===== src/rtl/sha256_pkg.sv =====
// ---------------------------------------------------------------------------
// sha256_pkg
// Shared constants, FSM state type and block-count helper for the SHA-256
// message padder (sha256_pad_stream) and its block generator.
// ---------------------------------------------------------------------------
package sha256_pkg;

    localparam int unsigned SHA256_BLK_BITS       = 512;
    localparam int unsigned SHA256_BLK_BYTES      = SHA256_BLK_BITS / 8;
    localparam int unsigned SHA256_LEN_FIELD_BITS = 64;
    localparam logic [7:0]  SHA256_PAD_BYTE       = 8'h80;

    typedef enum logic {
        ST_IDLE = 1'b0,
        ST_EMIT = 1'b1
    } pad_state_e;

    // Number of 512-bit blocks needed for len message bytes plus the 0x80
    // marker and the 8-byte length field.
    function automatic int unsigned sha256_nblocks(input int unsigned len);
        return ((len + 32'd8) >> 6) + 32'd1;
    endfunction

endpackage


===== src/rtl/sha256_pad_blk_gen.sv =====
// ---------------------------------------------------------------------------
// sha256_pad_blk_gen
// Combinational generator of one padded 512-bit block of a captured message.
//   msg_i  : message, byte 0 in the MSBs
//   len_i  : message length in bytes (may exceed MAX_BYTES_P; those bytes read 0)
//   pre_i  : count of 64-byte blocks hashed before this message
//   idx_i  : index of the block to produce
//   last_i : block idx_i is the final block (carries the length field)
//   blk_o  : padded block, byte 0 in the MSBs
// ---------------------------------------------------------------------------
module sha256_pad_blk_gen
    import sha256_pkg::*;
#(
    parameter int unsigned MAX_BYTES_P = 128,
    parameter int unsigned LEN_W_P     = 8,
    parameter int unsigned PRE_W_P     = 2,
    parameter int unsigned IDX_W_P     = 2
) (
    input  logic [8*MAX_BYTES_P-1:0]   msg_i,
    input  logic [LEN_W_P-1:0]         len_i,
    input  logic [PRE_W_P-1:0]         pre_i,
    input  logic [IDX_W_P-1:0]         idx_i,
    input  logic                       last_i,
    output logic [SHA256_BLK_BITS-1:0] blk_o
);

    localparam int unsigned MI_W = (MAX_BYTES_P > 1) ? $clog2(MAX_BYTES_P) : 1;

    logic [MAX_BYTES_P-1:0][7:0]                 msg_b;
    logic [SHA256_BLK_BYTES-1:0][7:0]            blk_b;
    logic [SHA256_LEN_FIELD_BITS-1:0]            l_bits;
    logic [31:0]                                 len32;

    assign msg_b  = msg_i;
    assign blk_o  = blk_b;
    assign len32  = 32'(len_i);
    // L = 8 * (64*pre + len), in bits
    assign l_bits = (64'(pre_i) << 9) + (64'(len_i) << 3);

    for (genvar k = 0; k < SHA256_BLK_BYTES; k++) begin : g_byte
        logic [31:0] g;
        logic [7:0]  len_byte;
        logic [7:0]  b;

        assign g = 32'({idx_i, 6'(k)});

        // Only the last 8 byte lanes can ever carry the length field.
        if (k >= 56) begin : g_len
            assign len_byte = l_bits[8*(63-k) +: 8];
        end else begin : g_nolen
            assign len_byte = 8'h00;
        end

        always_comb begin
            b = 8'h00;
            if (g < len32) begin
                if (g < MAX_BYTES_P) b = msg_b[MI_W'(MAX_BYTES_P - 1 - g)];
            end else if (g == len32) begin
                b = SHA256_PAD_BYTE;
            end else if (last_i) begin
                b = len_byte;
            end
        end

        assign blk_b[SHA256_BLK_BYTES-1-k] = b;
    end

endmodule


===== src/rtl/sha256_pad_stream.sv =====
// ---------------------------------------------------------------------------
// sha256_pad_stream
// SHA-256 message padder / block sequencer. Captures one message of up to
// MAX_BYTES_P bytes plus a prefix block count, then streams the padded
// message as 512-bit blocks over a valid/ready handshake.
//   clk_i, rst_ni          : clock, async active-low reset
//   in_valid_i/in_ready_o  : message handshake (ready only when idle)
//   msg_i, len_i, pre_i    : message (byte 0 in MSBs), byte length, prefix blocks
//   blk_valid_o/blk_ready_i: block handshake
//   blk_o                  : padded block (zero when idle)
//   blk_first_o/blk_last_o : block position flags
//   err_o                  : sticky over-length error
// Optional feature macro: SHA256_PAD_LEN_CHECK_EN -- clamp over-long lengths
// to MAX_BYTES_P and flag them on err_o; otherwise err_o is 0 and len_i is raw.
// ---------------------------------------------------------------------------
module sha256_pad_stream
    import sha256_pkg::*;
#(
    parameter int unsigned MAX_BYTES_P = 128,
    parameter int unsigned LEN_W_P     = $clog2(MAX_BYTES_P + 1),
    parameter int unsigned PRE_W_P     = 2
) (
    input  logic                       clk_i,
    input  logic                       rst_ni,
    input  logic                       in_valid_i,
    output logic                       in_ready_o,
    input  logic [8*MAX_BYTES_P-1:0]   msg_i,
    input  logic [LEN_W_P-1:0]         len_i,
    input  logic [PRE_W_P-1:0]         pre_i,
    output logic                       blk_valid_o,
    input  logic                       blk_ready_i,
    output logic [SHA256_BLK_BITS-1:0] blk_o,
    output logic                       blk_first_o,
    output logic                       blk_last_o,
    output logic                       err_o
);

    // Block index must cover the largest length that can reach the
    // generator; with the check disabled that is whatever len_i can encode.
    localparam int unsigned LEN_RAW_MAX = (1 << LEN_W_P) - 1;
    localparam int unsigned LEN_MAX     = (LEN_RAW_MAX > MAX_BYTES_P) ? LEN_RAW_MAX : MAX_BYTES_P;
    localparam int unsigned NBLK_MAX    = sha256_nblocks(LEN_MAX);
    localparam int unsigned IDX_W       = (NBLK_MAX > 1) ? $clog2(NBLK_MAX) : 1;

    pad_state_e                  state_q, state_d;
    logic [8*MAX_BYTES_P-1:0]    msg_q;
    logic [LEN_W_P-1:0]          len_q, len_cap;
    logic [PRE_W_P-1:0]          pre_q;
    logic [IDX_W-1:0]            idx_q, idx_d;
    logic [IDX_W-1:0]            last_idx_q, last_idx_cap;
    logic                        emit, accept, at_last;
    logic [SHA256_BLK_BITS-1:0]  blk_gen;

    assign emit    = (state_q == ST_EMIT);
    assign accept  = in_valid_i & ~emit;
    assign at_last = (idx_q == last_idx_q);

`ifdef SHA256_PAD_LEN_CHECK_EN
    logic len_over;
    logic err_q;

    assign len_over = (32'(len_i) > MAX_BYTES_P);
    assign len_cap  = len_over ? LEN_W_P'(MAX_BYTES_P) : len_i;

    always_ff @(posedge clk_i or negedge rst_ni) begin
        if (!rst_ni)                 err_q <= 1'b0;
        else if (accept && len_over) err_q <= 1'b1;
    end

    assign err_o = err_q;
`else
    assign len_cap = len_i;
    assign err_o   = 1'b0;
`endif

    assign last_idx_cap = IDX_W'(sha256_nblocks(32'(len_cap)) - 32'd1);

    always_comb begin
        state_d = state_q;
        idx_d   = idx_q;
        case (state_q)
            ST_IDLE: begin
                if (in_valid_i) begin
                    state_d = ST_EMIT;
                    idx_d   = '0;
                end
            end
            ST_EMIT: begin
                if (blk_ready_i) begin
                    if (at_last) state_d = ST_IDLE;
                    else         idx_d   = idx_q + 1'b1;
                end
            end
            default: state_d = ST_IDLE;
        endcase
    end

    always_ff @(posedge clk_i or negedge rst_ni) begin
        if (!rst_ni) begin
            state_q    <= ST_IDLE;
            idx_q      <= '0;
            last_idx_q <= '0;
            msg_q      <= '0;
            len_q      <= '0;
            pre_q      <= '0;
        end else begin
            state_q <= state_d;
            idx_q   <= idx_d;
            if (accept) begin
                msg_q      <= msg_i;
                len_q      <= len_cap;
                pre_q      <= pre_i;
                last_idx_q <= last_idx_cap;
            end
        end
    end

    sha256_pad_blk_gen #(
        .MAX_BYTES_P (MAX_BYTES_P),
        .LEN_W_P     (LEN_W_P),
        .PRE_W_P     (PRE_W_P),
        .IDX_W_P     (IDX_W)
    ) u_blk_gen (
        .msg_i  (msg_q),
        .len_i  (len_q),
        .pre_i  (pre_q),
        .idx_i  (idx_q),
        .last_i (at_last),
        .blk_o  (blk_gen)
    );

    // Idle block output is forced to zero so a stale capture never leaks.
    assign in_ready_o  = ~emit;
    assign blk_valid_o = emit;
    assign blk_o       = emit ? blk_gen : '0;
    assign blk_first_o = emit & (idx_q == '0);
    assign blk_last_o  = emit & at_last;

endmodule

===== config.mk =====
export PLATFORM = sky130hd
export DESIGN_NAME = sha256_pad_stream
export DESIGN_NICKNAME = d
export VERILOG_FILES = /design/src/rtl/sha256_pkg.sv /design/src/rtl/sha256_pad_blk_gen.sv /design/src/rtl/sha256_pad_stream.sv
export SDC_FILE = /design/constraint.sdc
export NUM_CORES = 2
export LEC_CHECK = 0
export BUFFER_PORTS_ARGS = -buffer_cell sky130_fd_sc_hd__buf_2
export CORE_AREA = 2 2 601 603
export DETAILED_ROUTE_END_ITERATION = 10
export DIE_AREA = 0 0 603 605
export MAX_ROUTING_LAYER = met4
export PLACE_DENSITY = 0.31
export SYNTH_ARGS = -nofsm -noshare
export SYNTH_HDL_FRONTEND = slang
export SYNTH_SLANG_ARGS = --single-unit

===== constraint.sdc =====
create_clock -name clk_i -period 3.3 [get_ports clk_i]
set_clock_uncertainty 0.05 [all_clocks]
set_input_delay 0.66 -clock clk_i [delete_from_list [all_inputs] [get_ports clk_i]]
set_output_delay 0.66 -clock clk_i [all_outputs]
set_load 0.005 [all_outputs]

==> results_dict.tcl <==
set metrics [dict create \
    worst_hold_slack_ps 78.5 \
    worst-endpoint-arrival_ps 3180 \
    routabilityCongestion 0.898 \
    max-clock-path-buffers 4 \
    r2r.worst_path.cells 6 \
    grt_remaining_overflow 0 \
    post_drt_via_cell_ratio 3.76 \
    final-max-slew-violation-count 0 \
    initial_utilization 0.135 \
    cts.reportedPaths.clkPinSlew_ps 70 \
    cp.required_ps 2590 \
    h-tree-depth 4 \
    cts_buffers 153 \
    finalWorstPathRequiredPeriod_ps 3890 \
    report.final.setup_viol 509 \
    failed_checks "negative setup slack" \
    yosys_register_bits 1041 \
    grt_setup_unrepaired "true" \
    path_common_cell "sky130_fd_sc_hd__buf_12" \
    core-area_sq_um 358000 \
    r2r-end "msg_q[592]$_DFFE_PN0P_" \
    setup.worst_path.end_class "output pin" \
    route.vias.total 51100 \
    worst-slew-pin-transition_ps 796 \
    power.leakage_nw 42.5 \
    cpLargestDelayFamily "simple AND/OR/NAND/NOR gates" \
    clkLatencyLatePin_ps 820 \
    crit_cells 9 \
    portBuffers 1553 \
    postSynth.asyncResetShare 1.00 \
    ant_nets 0 \
    worstReg2RegStart "blk_valid_o$_DFF_PN0_" \
    netlist-cell-type-count 70 \
    root_buffer "sky130_fd_sc_hd__clkbuf_16" \
    critPathLaunchType "flip-flop" \
    syn-cell-area_sq_um 48400 \
    detailedRoute.firstIterationViolations 2957 \
    slew_headroom 0.454 \
    dp_cells 12200 \
    clock_sinks 1041 \
    max-vdd-ir-drop_uv 444 \
    totalWireLength_mm 329 \
    ys_seq_area_frac 0.538 \
    synthesis.area_per_instance_sq_um 8.27 \
    timing.fmax_mhz 257 \
    syn-num-nets 6897 \
    post_route_cells_drive_above_1_share 0.291 \
    timing.final.crit_share 1.18 \
    max_stage_delay_ps 500 \
    min-delay-path-class "in -> reg" \
    wl_per_cell_um 24.2 \
    dieWidth_um 603 \
    cts_tree "done" \
    startpoint "idx_q[0]$_DFFE_PN0P_" \
    path_cells "ha_4 > buf_6 > nand3b_1 > or3_4 > buf_12 > o211ai_4 > buf_12 > nor2_1 > buf_2" \
    worst-path-buf-inv 4 \
    multi_input_area_sq_um 22500 \
    power.total_mw 86.8 \
    worst-r2r-setup-slack_ps 760 \
    place.detailed.hpwl_mm 263 \
    ys_dominant_reg_cell "sky130_fd_sc_hd__dfrtp_1" \
    maximum_number_of_pins_on_one_net_before_global_route_repair 100 \
    grt_antenna_before_repair 95 \
    worst_path_slowest_cell "sky130_fd_sc_hd__dfrtp_4" \
    critical_path.endpoint "blk_o[462]" \
    maxcap_violations 0 \
    drc 0 \
    setup_slack_ps -592 \
    area.sequential_sq_um 26100 \
    global_route_wire_length_before_repair_mm 446 \
    area_delta_synth_final_pct 71.4 \
    die_height_um 605 \
    n_fill_cell 40000 \
    crit_path_max_fanout 8 \
    post_synth_inst_count 5852 \
    synth_enable_flop_cells 0 \
    final_cell_count_no_fill 13600 \
    final_nets 9680 \
    outcome "finished, violations left" \
    worst-setup-path-type "reg -> out" \
    grt_pass1_vias 54500 \
    floorplan.io_pins 1555 \
    global_route.usage.total 0.179 \
    yosys_warnings 0 \
    pre_cts_setup_slack_ps -338 \
    floorplan.rows 220 \
    design.die.area_sq_um 365000 \
    finalHoldViolCount 0 \
    drt-pass1-iter-count 8 \
    p_per_area_nw_per_um2 1050 \
]
## worst register-to-register path, delay by kind of cell (launching register included)
| family | cells | cell delay, ps |
|---|---|---|
| and+or+nand+nor | 3 | 930 |
| buffers and inverters | 3 | 1040 |
| DFF | 1 | 470 |
## logic make-up after synthesis
group                    share of synthesized area
flip-flops                                   0.538
other                                    0.0000775
adder cells (fa/ha/maj)                    0.00196
buffers and inverters                       0.0304
AND/OR/NAND/NOR                              0.300
AO/OA/AOI/OAI                               0.0216
XOR/XNOR                                  0.000905
multiplexers                                 0.106
## placed cells by master, fill, tap and decap left out, types with 10 or more instances in the layout
| master | Yosys | routed |
|---|---|---|
| sky130_fd_sc_hd__clkbuf_16 | 0 | 157 |
| sky130_fd_sc_hd__nand2_4 | 0 | 13 |
| sky130_fd_sc_hd__nand2_2 | 0 | 13 |
| sky130_fd_sc_hd__nor2_1 | 503 | 388 |
| sky130_fd_sc_hd__buf_12 | 0 | 123 |
| sky130_fd_sc_hd__mux2i_1 | 498 | 485 |
| sky130_fd_sc_hd__diode_2 | 0 | 64 |
| sky130_fd_sc_hd__clkbuf_8 | 0 | 41 |
| sky130_fd_sc_hd__buf_2 | 92 | 1494 |
| sky130_fd_sc_hd__dfrtp_1 | 1041 | 1035 |
| sky130_fd_sc_hd__buf_8 | 0 | 14 |
| sky130_fd_sc_hd__nor2_2 | 8 | 57 |
| sky130_fd_sc_hd__buf_6 | 2 | 64 |
| sky130_fd_sc_hd__o32a_1 | 16 | 16 |
| sky130_fd_sc_hd__clkinv_2 | 0 | 18 |
| sky130_fd_sc_hd__dlygate4sd3_1 | 0 | 965 |
| sky130_fd_sc_hd__nand2b_4 | 0 | 11 |
| sky130_fd_sc_hd__a21oi_1 | 28 | 16 |
| sky130_fd_sc_hd__mux2_2 | 15 | 15 |
| sky130_fd_sc_hd__or3_4 | 0 | 11 |
| sky130_fd_sc_hd__o21ai_2 | 5 | 12 |
| sky130_fd_sc_hd__buf_4 | 6 | 297 |
| sky130_fd_sc_hd__o21ai_4 | 0 | 13 |
| sky130_fd_sc_hd__nand2_1 | 3161 | 3134 |
| sky130_fd_sc_hd__clkbuf_1 | 224 | 39 |
| sky130_fd_sc_hd__nor2_4 | 0 | 66 |
| sky130_fd_sc_hd__mux2i_2 | 0 | 10 |
| sky130_fd_sc_hd__nand3_1 | 20 | 17 |
## Yosys cell counts (all sizes together) (16+ instances only)
cell type,instances,share of area
nand2,3161,0.25
dfrtp,1041,0.54
nor2,511,0.040
mux2i,498,0.10
clkbuf,224,0.017
buf,119,0.012
o21ai,38,0.0043
a21oi,28,0.0029
nand3,21,0.0024
nand2b,16,0.0021
o32a,16,0.0033
## power breakdown
part           internal [mW]  total (mW)  switching, mW
sequential              19.4        23.6           4.26
clock                   10.2        17.0           6.85
combinational           18.8        46.2           27.4
## registers in the layout, summed over array words and instances, names as in the netlist
| register | count |
|---|---|
| msg_q | 1024 |
| len_q | 8 |
| pre_q | 2 |
| blk_valid_o | 1 |
| idx_q | 3 |
| last_idx_q | 3 |
## stage by stage
step	instance area, sq um	setup TNS, ps	utilization
finish	83000	-194230	0.232
floorplan	48400	0	-
CTS	81800	-257630	0.228
global route	82900	-266210	0.232
global placement	65100	-7450	0.182
detailed placement	65100	-7100	0.182
## layer usage
layer	track usage	up-vias	wire (um)
li1	-	24000	-
met1	0.212	25200	138000
met2	0.310	1453	165000
met3	0.0286	405	14900
met4	0.0565	0	10900
met5	-	-	0
## area by class of cell
cell class	count	area share
Sequential cell	1041	0.314
Timing Repair Buffer	2971	0.279
Multi-Input combinational cell	4460	0.271
Tap cell	4773	0.0720
Clock buffer	235	0.0553
Clock inverter	40	0.00611
Antenna cell	64	0.00193
Inverter	8	0.000437
## what timing repair did
item | in CTS | in global routing
gates resized for setup | 348 | 225
setup endpoints to repair | 512 | 512
setup buffers | 38 | 21
hold buffers | 965 | 0
pin swaps | 59 | 69
endpoints found under the hold margin | 981 | 0
cloned | 6 | 2
## worst min-delay path by stage
stage | startpoint | to | slack, ps | cells past startpoint
2_1_floorplan | rst_ni | blk_valid_o$_DFF_PN0_ | 310 | 0
3_3_place_gp | msg_q[223]$_DFFE_PN0P_ | msg_q[223]$_DFFE_PN0P_ | 400 | 2
3_5_place_dp | msg_q[111]$_DFFE_PN0P_ | msg_q[111]$_DFFE_PN0P_ | 400 | 2
4_1_cts | msg_i[479] | msg_q[479]$_DFFE_PN0P_ | 2 | 3
5_1_grt | msg_i[983] | msg_q[983]$_DFFE_PN0P_ | 40 | 3
6_report | msg_i[623] | msg_q[623]$_DFFE_PN0P_ | 80 | 3
(Power assumes the default switching activity.)
